File: config.mk
export PLATFORM = sky130hd
export DESIGN_NAME = full_adder_core
export DESIGN_NICKNAME = d
export VERILOG_FILES = /design/src/rtl/full_adder_core.sv
export SDC_FILE = /design/constraint.sdc
export NUM_CORES = 1
export LEC_CHECK = 0
export ABC_AREA = 1
export ABC_CLOCK_PERIOD_IN_PS = 3600
export CORE_AREA = 2 2 39 41
export DETAILED_ROUTE_END_ITERATION = 7
export DIE_AREA = 0 0 41 43
export PLACE_DENSITY_LB_ADDON = 0.1
export SYNTH_ARGS = -nofsm -noshare
export SYNTH_HDL_FRONTEND = slang
export SYNTH_SLANG_ARGS = --single-unit
File: constraint.sdc
create_clock -name clk -period 3.6 [get_ports clk]
set_clock_uncertainty 0.2 [all_clocks]
set_input_delay 1.08 -clock clk [delete_from_list [all_inputs] [get_ports clk]]
set_output_delay 1.08 -clock clk [all_outputs]
set_load 0.05 [all_outputs]
File: src/rtl/full_adder_core.sv
`default_nettype none
// ============================================================================
// Module   : full_adder_core
// Purpose  : Width-parameterisable ripple-carry full adder with a combinational
//            result and a one-cycle registered copy qualified by out_valid.
// Revision : 1.0 - initial release
// ============================================================================
module full_adder_core #(
    parameter int WIDTH = 1
) (
    input  logic             clk,
    input  logic             rst,
    input  logic [WIDTH-1:0] a,
    input  logic [WIDTH-1:0] b,
    input  logic             cin,
    input  logic             in_valid,
    output logic [WIDTH-1:0] sum,
    output logic             cout,
    output logic [WIDTH-1:0] sum_q,
    output logic             cout_q,
    output logic             out_valid
);

    logic [WIDTH:0]   carry;
    logic [WIDTH-1:0] sum_d;
    logic             cout_d;
    logic             valid_d;
    logic             valid_q;

    // Ripple chain evaluated inside one process so the carry vector never
    // looks like a combinational loop between separate drivers.
    always_comb begin
        carry    = '0;
        sum      = '0;
        carry[0] = cin;
        for (int i = 0; i < WIDTH; i++) begin
            sum[i]       = a[i] ^ b[i] ^ carry[i];
            carry[i+1]   = (a[i] & b[i]) | (carry[i] & (a[i] ^ b[i]));
        end
        cout = carry[WIDTH];
    end

    always_comb begin
        sum_d   = sum_q;
        cout_d  = cout_q;
        valid_d = in_valid;
        if (in_valid) begin
            sum_d  = sum;
            cout_d = cout;
        end
    end

    always_ff @(posedge clk or posedge rst) begin
        if (rst) begin
            sum_q   <= '0;
            cout_q  <= 1'b0;
            valid_q <= 1'b0;
        end else begin
            sum_q   <= sum_d;
            cout_q  <= cout_d;
            valid_q <= valid_d;
        end
    end

    assign out_valid = valid_q;

endmodule
`default_nettype wire

Word-level counts from Yosys, hierarchy flattened
Cells that the tools add are included.
Word-level totals
  bits in registers: 3
  input bits: 6
  output and inout port bits: 5
  logic and storage cells: 8
Operators by class
  bitwise logic cells: 5
Operators with widths (count)
  1-bit bitwise AND: 2
  1-bit bitwise XOR: 2
  1-bit OR: 1

Depth between registers and ports, before layout
  word-level depth: 3
  mapped depth: 3
  mapped depth without buffers: 3

Least setup slack after synthesis
Ideal clock, no wire load.
  kind: in2out
  start: in a
  end: out sum
  arrival time: 1.938 ns
  path slack: 0.382 ns
  cell stages on the path: 1
  path through: fa_1
On the way
  cells in the longest elaborated chain, start to end: 2
RTL lines
  start, declared: RTL line 13  | input logic [WIDTH-1:0] a,
  1-bit bitwise XOR (2 in a row): RTL line 37  | sum[i] = a[i] ^ b[i] ^ carry[i];
  end, declared: RTL line 17  | output logic [WIDTH-1:0] sum,
Every way passes these cells.

Worst setup path after layout
Ends and elaborated chain as after synthesis.

==> summary.txt <==
Worst setup path
  • CP startpoint: a
  • CP required: 2.32 ns
  • Worst setup EP type: output pin
  • Worst R2R Setup Slack: 2.82 ns
  • CP arrival: 2.28 ns
  • Startpoint Class: input port
  • Critical path peak fanout: 2
  • Worst path cell trace: clkdlybuf4s50_1 > fa_2 > buf_12
  • CP peak stage delay: 0.62 ns
  • Reg2Reg Depth: 2
  • Crit path kind: in2out
  • Reg-to-reg critical path endpoint: sum_q$_DFFE_PP0P_
  • RR Startpoint: sum_q$_DFFE_PP0P_
  • CP max stage cell: fa_2

Logic synthesis
  • Ys Warns: 0
  • Gate Count Post-Synth: 12
  • Syn avg cell area: 10.4 sq um
  • Seq cells post-synth: 3
  • Top cell type's share of synthesized area: 0.600
  • Cell variety after synth: 4
  • Syn_nets: 19
  • Top cells by area, synth: dfrtp_1 (60%), nand2_1 (18%), fa_1 (16%), inv_1 (6.0%)
  • Mapped Area: 125 sq um
  • Post-synth top area cell: dfrtp_1
  • Register area share after synthesis: 0.600

Timing
  • Setup Total Neg Slack: 0 ns
  • Relative slew slack: 0.670
  • Final setup violation count: 0
  • Final hold violation count: 0
  • Max Clk Rate: 0.281 GHz
  • Slew @ Worst Pin: 0.493 ns
  • RSZ-0062 raised after global routing: no
  • Fin crit share: 0.989
  • Worst setup margin: 0.0396 ns
  • Min Tclk post-route: 3.56 ns
  • Pins over their slew limit: 0

Global route
  • Largest net degree at the start of global routing: 5
  • Vias in the first global route: 136
  • Global-route usage over all layers: 0.0573
  • First-pass GRT wire length: 531 um
  • Gr ovfl total: 0
  • Initial antenna violation count: 0

Cells and area
  • P&R area growth vs syn: 125%
  • Most frequent cells in the layout: clkdlybuf4s50_1 (8), nand2_1 (6), clkbuf_4 (3), dfrtp_1 (3), inv_1 (2)
  • Layout cell share with drive strength beyond 1: 0.231
  • Commonest non-fill, non-tap cell in the layout: clkdlybuf4s50_1
  • Ant. Diodes: 0
  • Final net count: 34

Floorplanning
  • Row count: 14
  • Die height: 43 um
  • Die area: 1760 sq um
  • Die width: 41 um
  • IO Count: 11
  • Initial Utilization: 0.0904
  • Core area: 1380 sq um

Detailed routing
  • DR WL/cell: 7.31 um
  • Iter 0 DRT Violations: 6
  • Detailed Routing Iterations Pass 1: 2
  • Number of nets still failing antenna checks after routing: 0
  • Drc violations: 0
  • Vias after detailed routing: 129
  • Final WL: 307 um
  • Vias/cell: 3.07

Run status
  • Status: finished, final reports clean

Min path
  • Hold_sp: cout_q$_DFFE_PP0P_
  • Hold path endpoint: cout_q$_DFFE_PP0P_
  • Worst Hold Class: reg2reg
  • Hold path depth: 2

Flow run
  • Max-Cap Viols: 0

Placement
  • GPL Wtd Cong: 0.621
  • Post-Place Worst Slack: 0.0315 ns
  • Port Buf Inserts: 10
  • Detailed Place HPWL: 234 um

Power and ir drop
  • Peak supply drop: 149 uV
  • PwrDens: 537 nW/um^2
  • Lkg Pwr: 0.131 nW

Clock network
  • H-tree depth: 1
  • Clk buf depth: 2
  • Clk Latency, worst-skew pair: 0.24 ns
  • Num CTS Buffers: 3
  • Worst-path clk slew: 0.04 ns
  • TritonCTS clock tree: yes
  • CTS root buffer: clkbuf_4
  • CTS sink cnt: 3
synth_stat cells (all sizes together):
library cell  n
dfrtp         3
fa            1
inv           2
nand2         6
sequential cells by signal, summed over array words and instances, names as in the netlist:
name	cells
sum_q	1
out_valid	1
cout_q	1
worst max-delay path by stage:
stage / to / slack, ns / cells after the start
floorplan: sum / 0.38 / 1
global placement: sum / 0.02 / 3
detailed placement: sum / 0.03 / 3
CTS: sum / 0.02 / 3
global route: sum / 0.007 / 3
finish: sum / 0.04 / 3
area by class of cell:
cell class / count / area, sq um
tap: 16 / 20.0
clock buffer: 4 / 26.3
fill: 151 / 1100
multi-input combinational: 7 / 45.0
inverter: 2 / 7.51
sequential: 3 / 75.1
timing repair buffer: 10 / 108
power by group:
group	switching, mW	internal [mW]	leakage [nW]
Combinational	0.0308	0.0218	0.0798
Sequential	0.00147	0.0374	0.0360
Clock	0.0182	0.0416	0.0150
Total	0.0505	0.101	0.131
kinds of logic (layout without fill, tap and decap cells):
| logic type | count (synthesis) | count (layout) | share of synthesized area |
|---|---|---|---|
| flip-flops | 3 | 3 | 0.600 |
| adder cells (fa/ha/maj) | 1 | 1 | 0.160 |
| buffers and inverters | 2 | 16 | 0.0600 |
| AND/OR/NAND/NOR | 6 | 6 | 0.180 |
critical path: cells and delay by family:
| kind | cells | cell delay [ns] |
|---|---|---|
| adder cells (fa/ha/maj) | 1 | 0.62 |
| buffers and inverters | 2 | 0.57 |
through the flow:
step           hold WS, ns  area [sq um]  utilization  power (mW)  cells
6_report             0.260           282        0.203       0.151     42
5_1_grt              0.317           282        0.203       0.161     42
4_1_cts              0.268           279        0.202       0.153     42
3_3_place_gp         0.262           253        0.183      0.0921     38
3_5_place_dp         0.258           253        0.183      0.0915     38
2_1_floorplan        0.550           125            -      0.0687     12
metal layers:
layer	share of wire	global-route usage	wire (um)	vias to the layer above
met3	0.18	0.0419	54	2
met2	0.42	0.0531	128	11
met1	0.36	0.0453	109	53
li1	-	-	-	63
met5	0	0	0	-
met4	0.046	0.120	14	0
what timing repair did:
action                                  in CTS  in global routing
endpoints found under the setup margin       0                  1
buffers inserted                             0                  0
gates resized for setup                      0                  1
hold buffers                                 0                  0
Note: power is estimated with default switching activity, not from simulation.
